### src/rtl/adex_param_streamer.sv
// Host-side nibble-serial transmitter that streams eight AdEx parameter bytes to the neuron loader.
// Optional abort input: define ADEX_STREAM_ABORT_EN.
module adex_param_streamer #(
    parameter logic [7:0] LOW_CYC    = 8'd2,
    parameter logic [7:0] HIGH_CYC   = 8'd2,
    parameter logic [7:0] HOLD_CYC   = 8'd4,
    parameter logic [3:0] FOOTER_NIB = 4'hF
) (
    input  logic        clk,
    input  logic        reset,
    input  logic        start,
    input  logic [63:0] param_vec,
`ifdef ADEX_STREAM_ABORT_EN
    input  logic        abort,
`endif
    output logic        load_mode,
    output logic        load_enable,
    output logic [3:0]  nibble_out,
    output logic        busy,
    output logic        done
);

    typedef enum logic [2:0] {
        IDLE     = 3'd0,
        SYM_LOW  = 3'd1,
        SYM_HIGH = 3'd2,
        HOLD     = 3'd3,
        DONE     = 3'd4
    } state_t;

    localparam logic [4:0] LAST_IDX = 5'd17;

    state_t      r_state;
    state_t      w_state_nx;
    logic [7:0]  r_phase;
    logic [7:0]  w_phase_nx;
    logic [4:0]  r_idx;
    logic [4:0]  w_idx_nx;
    logic [63:0] r_shadow;
    logic [63:0] w_shadow_nx;
    logic        r_load_mode;
    logic        w_load_mode_nx;
    logic        r_load_enable;
    logic        w_load_enable_nx;
    logic [3:0]  r_nibble;
    logic [3:0]  w_nibble_nx;
    logic        r_busy;
    logic        w_busy_nx;
    logic        r_done;
    logic        w_done_nx;
    logic        w_abort;

    // Symbol 0 is the header, 1..16 walk the parameters high nibble first, 17 is the footer.
    function automatic logic [3:0] sym_nibble(input logic [63:0] params, input logic [4:0] idx);
        logic [63:0] shifted;
        logic [4:0]  ofs;
        shifted = 64'd0;
        ofs     = idx - 5'd1;
        if (idx == 5'd0) begin
            sym_nibble = 4'h0;
        end else if (idx == LAST_IDX) begin
            sym_nibble = FOOTER_NIB;
        end else begin
            shifted    = params << {ofs, 2'b00};
            sym_nibble = shifted[63:60];
        end
    endfunction

`ifdef ADEX_STREAM_ABORT_EN
    assign w_abort = abort;
`else
    assign w_abort = 1'b0;
`endif

    // Next-state and next-output logic for the symbol sequencer
    always_comb begin
        w_state_nx       = r_state;
        w_phase_nx       = r_phase;
        w_idx_nx         = r_idx;
        w_shadow_nx      = r_shadow;
        w_load_mode_nx   = r_load_mode;
        w_load_enable_nx = r_load_enable;
        w_nibble_nx      = r_nibble;
        w_busy_nx        = r_busy;
        w_done_nx        = 1'b0;
        if (w_abort && (r_state != IDLE) && (r_state != DONE)) begin
            w_state_nx       = DONE;
            w_phase_nx       = 8'd0;
            w_load_mode_nx   = 1'b0;
            w_load_enable_nx = 1'b0;
            w_nibble_nx      = 4'h0;
            w_busy_nx        = 1'b0;
            w_done_nx        = 1'b1;
        end else begin
            case (r_state)
                IDLE: begin
                    if (start) begin
                        w_state_nx       = SYM_LOW;
                        w_shadow_nx      = param_vec;
                        w_idx_nx         = 5'd0;
                        w_phase_nx       = 8'd0;
                        w_load_mode_nx   = 1'b1;
                        w_load_enable_nx = 1'b0;
                        w_nibble_nx      = 4'h0;
                        w_busy_nx        = 1'b1;
                    end else begin
                        w_state_nx = IDLE;
                    end
                end
                SYM_LOW: begin
                    if (r_phase == (LOW_CYC - 8'd1)) begin
                        w_state_nx       = SYM_HIGH;
                        w_phase_nx       = 8'd0;
                        w_load_enable_nx = 1'b1;
                    end else begin
                        w_phase_nx = r_phase + 8'd1;
                    end
                end
                SYM_HIGH: begin
                    if (r_phase == (HIGH_CYC - 8'd1)) begin
                        w_phase_nx       = 8'd0;
                        w_load_enable_nx = 1'b0;
                        if (r_idx == LAST_IDX) begin
                            w_state_nx  = HOLD;
                            w_nibble_nx = 4'h0;
                        end else begin
                            w_state_nx  = SYM_LOW;
                            w_idx_nx    = r_idx + 5'd1;
                            w_nibble_nx = sym_nibble(r_shadow, r_idx + 5'd1);
                        end
                    end else begin
                        w_phase_nx = r_phase + 8'd1;
                    end
                end
                HOLD: begin
                    if (r_phase == (HOLD_CYC - 8'd1)) begin
                        w_state_nx     = DONE;
                        w_phase_nx     = 8'd0;
                        w_load_mode_nx = 1'b0;
                        w_busy_nx      = 1'b0;
                        w_done_nx      = 1'b1;
                    end else begin
                        w_phase_nx = r_phase + 8'd1;
                    end
                end
                DONE: begin
                    w_state_nx     = IDLE;
                    w_load_mode_nx = 1'b0;
                    w_busy_nx      = 1'b0;
                end
                default: begin
                    w_state_nx       = IDLE;
                    w_phase_nx       = 8'd0;
                    w_idx_nx         = 5'd0;
                    w_load_mode_nx   = 1'b0;
                    w_load_enable_nx = 1'b0;
                    w_nibble_nx      = 4'h0;
                    w_busy_nx        = 1'b0;
                end
            endcase
        end
    end

    // Sequencer state, counters, parameter shadow and registered outputs
    always_ff @(posedge clk or posedge reset) begin
        if (reset) begin
            r_state       <= IDLE;
            r_phase       <= 8'd0;
            r_idx         <= 5'd0;
            r_shadow      <= 64'd0;
            r_load_mode   <= 1'b0;
            r_load_enable <= 1'b0;
            r_nibble      <= 4'h0;
            r_busy        <= 1'b0;
            r_done        <= 1'b0;
        end else begin
            r_state       <= w_state_nx;
            r_phase       <= w_phase_nx;
            r_idx         <= w_idx_nx;
            r_shadow      <= w_shadow_nx;
            r_load_mode   <= w_load_mode_nx;
            r_load_enable <= w_load_enable_nx;
            r_nibble      <= w_nibble_nx;
            r_busy        <= w_busy_nx;
            r_done        <= w_done_nx;
        end
    end

    assign load_mode   = r_load_mode;
    assign load_enable = r_load_enable;
    assign nibble_out  = r_nibble;
    assign busy        = r_busy;
    assign done        = r_done;

endmodule

### config.mk
export PLATFORM = sky130hd
export DESIGN_NAME = adex_param_streamer
export DESIGN_NICKNAME = d
export VERILOG_FILES = /design/src/rtl/adex_param_streamer.sv
export SDC_FILE = /design/constraint.sdc
export NUM_CORES = 1
export LEC_CHECK = 0
export BUFFER_PORTS_ARGS = -buffer_cell sky130_fd_sc_hd__buf_2
export CORE_MARGIN = 3
export CORE_UTILIZATION = 51
export DETAILED_ROUTE_END_ITERATION = 8
export GPL_TIMING_DRIVEN = 0
export PLACE_DENSITY = 0.73
export SYNTH_ARGS = -nofsm -noshare
export SYNTH_HDL_FRONTEND = slang
export SYNTH_SLANG_ARGS = --single-unit
export TNS_END_PERCENT = 5
### constraint.sdc
create_clock -name clk -period 2.9 [get_ports clk]
set_clock_uncertainty 0.05 [all_clocks]
set_input_delay 0.58 -clock clk [delete_from_list [all_inputs] [get_ports clk]]
set_output_delay 0.58 -clock clk [all_outputs]
set_load 0.01 [all_outputs]
== After elaboration in Yosys (flattened, before gate mapping) ==
Cells that the tools add are included.

* Register bits: 87
* Latch bits: 0
* Memory bits (writable): 0
* Memory bits (read-only): 0
* Bits of input ports: 67
* Output and inout port bits: 8
* Word-level logic and storage cells: 70
* Memories: 0

* Add/sub/neg operators: 3
* Multiply operators: 0
* Divide/modulo/power cells: 0
* $lt $le $gt $ge: 0
* Equality and inequality tests: 13
* Shift operators: 1
* Multiplexer cells: 29
* Bitwise gates (word level): 4
* Reductions and logical operators: 12

{| class="wikitable"
|+ Operators by type and width
! operator !! count
|-
| $shl 64x7->64 || 1
|-
| $pmux 8 s4 || 1
|-
| $mux 8 || 3
|-
| $mux 4 || 5
|-
| $mux 5 || 3
|-
| $pmux 5 s3 || 1
|-
| $pmux 3 s4 || 1
|-
| $pmux 4 s3 || 1
|-
| $eq 5x5->1 const B || 2
|-
| $ne 2x2->1 const B || 5
|-
| $mux 3 || 3
|-
| $reduce_and 3->1 || 3
|-
| $add 8x1->8 const B || 1
|-
| $eq 8x1->1 const B || 1
|-
| $eq 8x2->1 const B || 1
|-
| $mux 1 || 8
|-
| $reduce_and 4->1 || 2
|-
| $eq 3x2->1 const B || 2
|-
| $add 5x1->5 const B || 1
|-
| $logic_not 5->1 || 1
|-
| $sub 5x1->5 const B || 1
|-
| $not 1->1 || 4
|-
| $pmux 1 s4 || 1
|-
| $reduce_and 2->1 || 2
|-
| other kinds (7) || 8
|}

== Depth between registers and ports, before layout ==
Gate-level depths: netlist of run 1.

* Depth after elaboration: 8
* Depth in mapped cells: 10
* Depth with buffers taken out: 8

== Least setup slack after synthesis of run 1 ==
No wires, ideal clock.

* Path kind: reg-to-reg
* Start: reg r_idx[0]
* End: reg r_nibble[1], in the netlist nibble_out[1]
* Arrival: 2.228 ns
* Setup slack: 0.480 ns
* Cell stages (with the launch flop): 10
* Buffers on the path: 3
* Path through: dfrtp_1 clkbuf_2 inv_1 ha_1 buf_6 buf_4 mux4_2 nor4b_2 nor3_1 o211ai_2

* Longest elaborated chain between the ends: 8
* Elaborated cells on any way between the ends: 11

{| class="wikitable"
|+ Ends and longest elaborated chain
! what !! RTL line !! source
|-
| from (decl) || 37 || <nowiki>logic [4:0] r_idx;</nowiki>
|-
| from (signal assigned) || 179 || <nowiki>r_idx <= w_idx_nx;</nowiki>
|-
| $add 5x1->5 || 129 || <nowiki>w_nibble_nx = sym_nibble(r_shadow, r_idx + 5'd1);</nowiki>
|-
| $sub 5x1->5 || 58 || <nowiki>ofs = idx - 5'd1;</nowiki>
|-
| $shl 64x7->64 || 64 || <nowiki>shifted = params << {ofs, 2'b00};</nowiki>
|-
| $mux 4 || 61 || <nowiki>end else if (idx == LAST_IDX) begin</nowiki>
|-
| $mux 4 || 59 || <nowiki>if (idx == 5'd0) begin</nowiki>
|-
| $mux 4 * || 123 || <nowiki>if (r_idx == LAST_IDX) begin</nowiki>
|-
| $mux 4 * || 120 || <nowiki>if (r_phase == (HIGH_CYC - 8'd1)) begin</nowiki>
|-
| $pmux 4 s3 * || 95 || <nowiki>case (r_state)</nowiki>
|-
| to (signal assigned) || 183 || <nowiki>r_nibble <= w_nibble_nx;</nowiki>
|-
| to (decl) || 45 || <nowiki>logic [3:0] r_nibble;</nowiki>
|}

Every way passes the cells marked *; elsewhere a longest branch is shown, timed or not. The select of a mux whose other input is x is not followed.
A chain may end at the register's enable or synchronous reset.

== Worst setup path in the final report of run 1 ==
* Start: reg r_idx[0]
* End: reg r_nibble[2], in the netlist nibble_out[2]

Same word-level chain as after synthesis.

==> flow_summary_export.csv, run 1 <==
group,metric,value,unit
synth,async_flop_share,100,%
power,comb_power_share,7.0,%
placed_design,io_buffers,74,
power,cellLeakagePower,2.38,nW
synth,synth_nets,422,
synth,syn_area,4410,sq um
setup_path,reg2reg_depth,10,
setup_path,r2r-start,"r_idx[0]",
synth,yosys-top-cells-area,"dfrtp_1, mux2_2, mux4_2",
run,maxCapViolCount,0,
cts,cts_root_buf,"clkbuf_8",
cts,clock-sinks,87,
sta,setup_viol,0,
power,vdd_drop_max,0.333,mV
sta,slew-limit-headroom,69.6,%
status,status,"complete, no violations",
synth,netlist.area_leader.share,49.3,%
synth,ys_ff_latch,87,
final_layout,final_nets,507,
route,route.detailed.drc,0,
sta,setup_ws,0.231,ns
route,routed_wirelength,9220,microns
die,die_h,99.0,microns
final_layout,multi_input_area,2040,sq um
setup_path,cp_data_arrival_time,2.84,ns
die,die_area,9810,sq um
die,ios,75,
global_routing,grt_max_degree,63,
cts,cts_buffers,9,
final_layout,areaGrowthSynthToFinish,15.8,%
power,pwr_density_cell,430,nW/um^2
synth,yosysWarnings,0,
final_layout,n_antenna_cell,0,
global_routing,grt_pass1_vias,3184,
synth,synth_enable_flop_cells,0,
synth,ys.flop_type,"dfrtp_1",
synth,ys_seq_area_share,49.3,%
cts,htreeDepth,3,
placed_design,dp_slack,0.101,ns
placed_design,place.gp.congestion,0.839,
die,core_area,8300,sq um
power,p_sw_share,24.2,%
setup_path,rrSetupSlack,0.23,ns
synth,synthCells,349,
setup_path,worst-setup-path-type,"reg2reg",
worst_hold_path,min_path_type,"in2async",
route,first_pass_iters,5,
die,dieWidth,99.0,microns
die,start_util,53.2,%
placed_design,placed_cell_area,4950,sq um
final_layout,seq_area,2180,sq um
cts,clock_path_buffers,2,
power,pwr-share-seq,58.5,%
sta,finalCritPeriodShare,92.1,%
sta,max_freq,375,MHz
synth,synth_cell_types,52,
route,vias_per_cell,5.61,
sta,rsz0062_at_grt,"no",
global_routing,overflow,0,
power,pwr-share-clk,34.5,%
route,final_antenna_net_count,0,
cts,cts_tree,"yes",
final_layout,final_cell_area,5110,sq um
route,wl_per_cell,16.9,microns
sta,finalHoldViolations,0,
power,internal_power,1.67,mW
sta,fin_setup_tns,0,ns
synth,synth.largest_area_cell,"dfrtp_1",
global_routing,grt_pass1_wl,15600,microns
final_layout,layout-drive-gt1-share,46.5,%
global_routing,track_usage,20.4,%
global_routing,antenna_found_initial,0,
sta,holdWs,0.130,ns
setup_path,cp_max_fo,19,
route,drtIter0Drc,137,
power,p_sw,0.532,mW
setup_path,start_kind,"register",
cts,cts-resized-gates,0,
setup_path,cp-end-kind,"register",
setup_path,critPathRequiredTime,3.07,ns
setup_path,startpoint,"r_idx[0]",
cts,clk_latency,0.36,ns
cts,hold_buffers,0,
route,vias,3051,
sta,period_minus_slack,2.67,ns
die,rows,33,
placed_design,hpwl,6840,microns
synth,postSynthAreaPerCell,12.6,sq um
final_layout,fill_cells,661,
sta,drv_slew,0,
sta,worst_slew_pin_slew,0.451,ns
setup_path,reg2reg_to,"nibble_out[2]",
cts,clk_pin_slew,0.09,ns
final_layout,finalCoreUtilization,61.6,%
==> worst max-delay path, stage by stage (launching register included) <==
cell,delay (ns)
dfrtp_1,0.43
clkbuf_2,0.25
inv_1,0.09
ha_1,0.32
buf_6,0.20
mux2_4,0.30
o211a_1,0.25
buf_6,0.16
a2bb2oi_1,0.14
nor3_1,0.22
o211ai_1,0.12
==> power by group through the flow <==
| stage | logic, mW | registers [mW] | clock network, mW |
|---|---|---|---|
| 2_1_floorplan | 0.0852 | 1.30 | 0 |
| 3_3_place_gp | 0.148 | 1.31 | 0 |
| 3_5_place_dp | 0.158 | 1.31 | 0 |
| 4_1_cts | 0.158 | 1.29 | 0.777 |
| 5_1_grt | 0.173 | 1.29 | 0.824 |
| 6_report | 0.154 | 1.29 | 0.758 |
==> sequential cells by signal, summed over array words and instances (netlist names) <==
register / count
r_phase: 8
r_state: 3
r_shadow: 64
r_idx: 5
nibble_out: 4
done: 1
load_enable: 1
busy: 1
==> stage by stage <==
stage | total power, mW | cells
finish | 2.20 | 544
global route | 2.29 | 544
CTS | 2.22 | 545
detailed placement | 1.47 | 529
global placement | 1.46 | 528
floorplan | 1.39 | 349
==> how the worst max path moves through the flow <==
stage                          to  depth (start not counted)  slack (ns)
CTS                 nibble_out[1]                          9        0.11
finish              nibble_out[2]                         10        0.23
floorplan                    busy                          1        0.02
detailed placement  nibble_out[1]                          9        0.10
global placement     r_shadow[31]                          2       -0.95
global route        nibble_out[2]                         10        0.07
==> cell usage after synthesis (all sizes together) (4+ instances only) <==
master,count
and3,4
nor3,9
nand2b,8
mux4,16
mux2,65
ha,6
nor2,16
nand3,9
dfrtp,87
a2bb2oi,4
nor4b,6
o31ai,4
clkbuf,4
nand2,25
buf,22
inv,7
a21oi,7
o21ai,19
o211ai,4
==> cell usage in the layout (no fill, tap or decap), types with 3 or more instances in the layout <==
cell type / n
clkinvlp_4: 3
nor2_1: 16
clkbuf_8: 9
and3_1: 4
buf_4: 4
a21oi_1: 7
dfrtp_1: 87
o31ai_1: 4
inv_1: 5
clkbuf_1: 4
nor3_1: 9
mux4_2: 16
o211ai_1: 3
nand2_1: 25
buf_6: 5
mux2_2: 64
ha_1: 6
nor4b_1: 3
o21ai_1: 10
o21ai_0: 9
nor4b_2: 3
nand2b_1: 8
nand3_1: 9
buf_2: 85
==> metal layers <==
metal | vias to the layer above | wire length, microns | GRT usage (%)
met4 | 0 | 114 | 7.56
met1 | 1528 | 3900 | 26.5
li1 | 1442 | - | -
met2 | 71 | 4740 | 34.3
met3 | 10 | 461 | 3.68
met5 | - | 0 | 0
==> cells by family after synthesis <==
logic type	count (synthesis)	share of synthesized area (%)
mux	81	24.8
compound gates	51	8.22
simple gates	89	11.1
buf+inv	33	4.42
xor+xnor	2	0.397
fa+ha+maj	6	1.70
flops	87	49.3
==> area by class of cell <==
class / count / share of cell area [%]
plain buffers: 25 / 3.16
clock buffers: 10 / 2.50
clock inverters: 6 / 0.881
inverters: 7 / 0.563
multi-input cells: 229 / 40.0
flip-flops and latches: 87 / 42.6
well taps: 105 / 2.57
repair buffers: 75 / 7.78
==> timing repair <==
action	4_1_cts	5_1_grt
endpoints found under the setup margin	0	2
buffers inserted	0	0
hold endpoints to repair	0	0
(Power assumes the default switching activity.)
==> inputs of run 2 (changes only) <==
CORE_UTILIZATION = 53   (was 51)
CTS_BUF_LIST = sky130_fd_sc_hd__clkbuf_4   (was default)
PLACE_DENSITY = 0.76   (was 0.73)
==> flow_summary_export.csv, run 2 (synthesis results as in run 1) <==
group,metric,value,unit
die,die_area,9460,sq um
cts,htreeDepth,3,
die,dieWidth,97.3,microns
sta,rsz0062_at_grt,"no",
cts,cts_buffers,9,
power,p_sw_share,22.8,%
die,rows,32,
setup_path,cp_cell_sequence,"clkbuf_2 -> inv_1 -> ha_1 -> buf_6 -> buf_6 -> mux4_2 -> nor4b_2 -> nor3_2 -> o211ai_2",
sta,slew-limit-headroom,63.1,%
route,drtIter0Drc,139,
final_layout,layout_commonest_cell,"dfrtp_1",
placed_design,dp_cells,526,
global_routing,grt_max_degree,67,
route,wl_per_cell,17.6,microns
placed_design,hpwl,7010,microns
route,routed_wirelength,9520,microns
power,fin_total_pwr,2.20,mW
final_layout,largest-register,"r_shadow",
setup_path,reg2reg_depth,9,
final_layout,final_cell_count_no_fill,542,
route,top_layer_used,"met4",
sta,finalCritPeriodShare,94.5,%
sta,drv_slew,0,
setup_path,startpoint,"r_idx[0]",
sta,setup_viol,0,
sta,finalHoldViolations,0,
power,pwr-share-clk,34.3,%
power,pwr_density_cell,430,nW/um^2
worst_hold_path,min_path_type,"in2async",
setup_path,cp_data_arrival_time,2.98,ns
setup_path,cp_slowest_stage_delay,0.54,ns
status,status,"complete, no violations",
setup_path,start_kind,"register",
route,met2_length,4640,microns
sta,period_minus_slack,2.74,ns
final_layout,layout-drive-gt1-share,46.6,%
power,comb_power_share,7.2,%
die,ios,75,
route,first_pass_iters,4,
cts,clk_pin_slew,0.14,ns
placed_design,place.gp.congestion,0.822,
global_routing,track_usage,21.5,%
power,cellLeakagePower,2.39,nW
setup_path,cp.depth,9,
die,die_h,97.3,microns
sta,setup_ws,0.159,ns
placed_design,io_buffers,74,
power,vdd_drop_max,0.295,mV
placed_design,dp_slack,0.0378,ns
cts,hold_buffers,0,
final_layout,mostFrequentLayoutCells,"dfrtp_1, buf_2, mux2_2, nand2_1",
cts,clock_path_buffers,2,
setup_path,critPathRequiredTime,3.14,ns
sta,worst_slew_pin_slew,0.548,ns
cts,cts-resized-gates,1,
cts,cts_setup_buffers,0,
die,start_util,56.0,%
power,internal_power,1.70,mW
sta,max_freq,365,MHz
cts,clk_latency,0.43,ns
global_routing,grt_pass1_vias,3298,
final_layout,reg.largest.list,"r_shadow: 64 flops, r_phase: 8 flops, r_idx: 5 flops",
power,pwr-share-seq,58.5,%
setup_path,cp-end-kind,"register",
power,p_sw,0.501,mW
route,wl_met3,476,microns
final_layout,final_nets,508,
cts,cts_root_buf,"clkbuf_4",
setup_path,r2r-start,"r_idx[0]",
setup_path,worst-path-buf-inv,4,
global_routing,overflow,0,
route,final_antenna_net_count,0,
global_routing,grt_pass1_wl,16200,microns
die,core_area,7890,sq um
setup_path,cp_top_family,"buffers and inverters",
route,drt-met1-wl,4220,microns
run,maxCapViolCount,0,
cts,cts_tree,"yes",
final_layout,n_antenna_cell,0,
route,vias,3076,
route,vias_per_cell,5.68,
setup_path,critPathSlowestCell,"mux4_2",
setup_path,cp_common_cell,"buf_6",
route,route.detailed.drc,0,
final_layout,largest_register_ffs,64,
setup_path,cp_max_fo,10,
global_routing,antenna_found_initial,0,
cts,clock-sinks,87,
setup_path,worst-setup-path-type,"reg2reg",
final_layout,areaGrowthSynthToFinish,15.8,%
[run 2: cell type report]
class | count | area [sq um]
plain buffers | 26 | 173
inverters | 7 | 28.8
repair buffers | 75 | 398
well taps | 102 | 128
flip-flops and latches | 87 | 2180
multi-input cells | 229 | 2050
fillers | 601 | 2780
clock inverters | 7 | 87.6
clock buffers | 9 | 67.6
[run 2: metrics by stage]
| step | setup TNS [ns] | hold WS (ns) | area (sq um) | util, % |
|---|---|---|---|---|
| 2_1_floorplan | 0 | 0.425 | 4410 | - |
| 5_1_grt | 0 | 0.0261 | 5110 | 64.8 |
| 6_report | 0 | 0.0381 | 5110 | 64.8 |
| 3_3_place_gp | -79.08 | 0.435 | 4910 | 62.3 |
| 3_5_place_dp | 0 | 0.442 | 4940 | 62.7 |
| 4_1_cts | 0 | 0.0351 | 5100 | 64.7 |
[run 2: final timing paths]
path / endpoint / slack (ns)
min: load_enable / 0.04
max in group asynchronous: r_shadow[18] / 2.16
max: nibble_out[1] / 0.16
min reg2reg: r_shadow[58] / 0.47
min in group clk: r_shadow[52] / 0.33
max reg2reg: nibble_out[1] / 0.16
[run 2: power by group through the flow]
stage / clock network [mW] / registers [mW] / logic (mW)
finish: 0.753 / 1.29 / 0.158
global route: 0.832 / 1.29 / 0.176
CTS: 0.768 / 1.29 / 0.161
detailed placement: 0 / 1.31 / 0.160
global placement: 0 / 1.31 / 0.149
floorplan: 0 / 1.30 / 0.0852
[run 2: worst reg2reg max path: stages, from the launching register on]
cell and delay [ns]:
dfrtp_1 0.43, clkbuf_2 0.24, inv_1 0.09, ha_1 0.33, buf_6 0.19, buf_6 0.20
mux4_2 0.54, nor4b_2 0.18, nor3_2 0.24, o211ai_2 0.11
[run 2: routing by layer]
metal	up-vias	track usage [%]
met5	-	0
met4	0	6.82
met3	16	5.31
met2	72	35.2
met1	1538	28.3
li1	1450	-
==> inputs of run 3 (changes only) <==
==> constraint.sdc (replaced) <==
create_clock -name clk -period 2.9 [get_ports clk]
set_clock_uncertainty 0.05 [all_clocks]
set_input_delay 0 -clock clk [delete_from_list [all_inputs] [get_ports clk]]
set_output_delay 0 -clock clk [all_outputs]
set_load 0.01 [all_outputs]
==> flow_summary_export.csv, run 3 (synthesis results as in run 1) <==
group,metric,value,unit
final_layout,layout_commonest_cell,"dfrtp_1",
placed_design,placed_cell_area,4940,sq um
setup_path,worst-setup-path-type,"reg2reg",
final_layout,areaGrowthSynthToFinish,30.5,%
setup_path,cp_data_arrival_time,2.97,ns
placed_design,place.gp.congestion,0.822,
die,core_area,7890,sq um
die,die_area,9460,sq um
placed_design,hpwl,7010,microns
sta,period_minus_slack,2.73,ns
final_layout,largest_register_ffs,64,
route,vias_per_cell,5.62,
sta,setup_viol,0,
final_layout,mostFrequentLayoutCells,"dfrtp_1, buf_2, dlygate4sd3_1, mux2_2, nand2_1",
global_routing,grt_pass1_vias,3673,
placed_design,io_buffers,74,
sta,finalHoldViolations,0,
global_routing,track_usage,24.6,%
cts,clock-sinks,87,
setup_path,startpoint,"r_idx[0]",
power,vdd_drop_max,0.359,mV
route,vias,3410,
route,routed_wirelength,11000,microns
route,route.detailed.drc,0,
sta,drv_slew,0,
final_layout,multi_input_area,2050,sq um
final_layout,final_cell_area,5760,sq um
setup_path,reg2reg_to,"nibble_out[1]",
final_layout,seq_area,2180,sq um
cts,clk_pin_slew,0.15,ns
final_layout,layout-drive-gt1-share,40.6,%
cts,cts_tree,"yes",
die,rows,32,
status,status,"complete, no violations",
die,start_util,56.0,%
route,drtIter0Drc,150,
power,cellLeakagePower,2.66,nW
final_layout,fill_cells,519,
cts,htreeDepth,3,
die,dieWidth,97.3,microns
setup_path,cp-end-kind,"register",
route,final_antenna_net_count,0,
setup_path,r2r-start,"r_idx[0]",
setup_path,start_kind,"register",
final_layout,largest-register,"r_shadow",
die,die_h,97.3,microns
cts,cts_buffers,9,
final_layout,reg.largest.list,"r_shadow: 64 flops, r_phase: 8 flops, r_idx: 5 flops",
run,maxCapViolCount,0,
sta,worst_slew_pin_slew,0.545,ns
cts,clock_path_buffers,2,
global_routing,antenna_found_initial,0,
sta,finalCritPeriodShare,94.0,%
final_layout,n_antenna_cell,0,
global_routing,overflow,0,
sta,max_freq,367,MHz
setup_path,critPathRequiredTime,3.14,ns
sta,rsz0062_at_grt,"no",
setup_path,reg2reg_depth,9,
global_routing,grt_max_degree,67,
power,pwr_density_cell,396,nW/um^2
sta,setup_ws,0.174,ns
cts,cts_root_buf,"clkbuf_4",
die,ios,75,
cts,cts_setup_buffers,0,
route,wl_per_cell,18.1,microns
final_layout,final_nets,573,
worst_hold_path,min_path_type,"in2async",
setup_path,rrSetupSlack,0.17,ns
setup_path,cp_max_fo,10,
global_routing,grt_pass1_wl,18400,microns
placed_design,dp_slack,0.0378,ns
cts,clk_latency,0.43,ns
route,first_pass_iters,4,
sta,slew-limit-headroom,63.3,%
run 3: changes by cell type in the layout (fill, tap and decap cells not counted):
cell	delta
dlygate4sd3_1	+65
run 3: power breakdown:
part / internal [mW] / leakage (nW) / switching, mW / total [mW]
registers: 1.26 / 1.12 / 0.0263 / 1.29
logic: 0.150 / 1.46 / 0.0822 / 0.232
clock network: 0.343 / 0.0786 / 0.416 / 0.759
run 3: stage by stage:
step           TNS [ns]  power [mW]  instances  util [%]  hold WS (ns)
2_1_floorplan         0        1.39        349         -         0.102
3_3_place_gp     -28.62        1.46        525      62.3         0.183
3_5_place_dp          0        1.47        526      62.7       -0.0592
4_1_cts               0        2.28        607      72.9       0.00240
5_1_grt               0        2.37        607      73.0        0.0205
6_report              0        2.28        607      73.0        0.0121
run 3: per-layer routing:
metal,vias up,global-route usage [%],routed length (microns)
li1,1580,-,-
met1,1687,31.2,4420
met2,117,42.3,5630
met3,26,4.95,616
met4,0,8.63,325
met5,-,0,0
run 3: how the worst max path moves through the flow:
stage / endpoint / slack (ns) / cells after the start
2_1_floorplan: nibble_out[1] / 0.48 / 9
3_3_place_gp: r_shadow[31] / -0.33 / 2
3_5_place_dp: nibble_out[1] / 0.04 / 9
4_1_cts: nibble_out[0] / 0.06 / 10
5_1_grt: nibble_out[0] / 0.06 / 10
6_report: nibble_out[1] / 0.17 / 9
run 3: area by class of cell:
cell class / count / share of cell area [%]
Buffer: 26 / 3.00
Clock buffer: 9 / 1.17
Clock inverter: 7 / 1.52
Inverter: 7 / 0.499
Multi-Input combinational cell: 229 / 35.6
Sequential cell: 87 / 37.8
Tap cell: 102 / 2.21
Timing Repair Buffer: 140 / 18.2
run 3: what timing repair did:
item | CTS | global route
resized for setup | 1 | 2
hold endpoints to repair | 151 | 0
hold buffers | 65 | 0
setup endpoints to repair | 1 | 3
cloned | 0 | 0
run 3: critical path, stage by stage, from the launching register on:
cell and delay (ns):
dfrtp_1 0.43, clkbuf_2 0.24, inv_1 0.09, ha_1 0.33, buf_6 0.19, buf_6 0.20
mux4_2 0.54, nor4b_2 0.18, nor3_2 0.24, o211ai_2 0.11
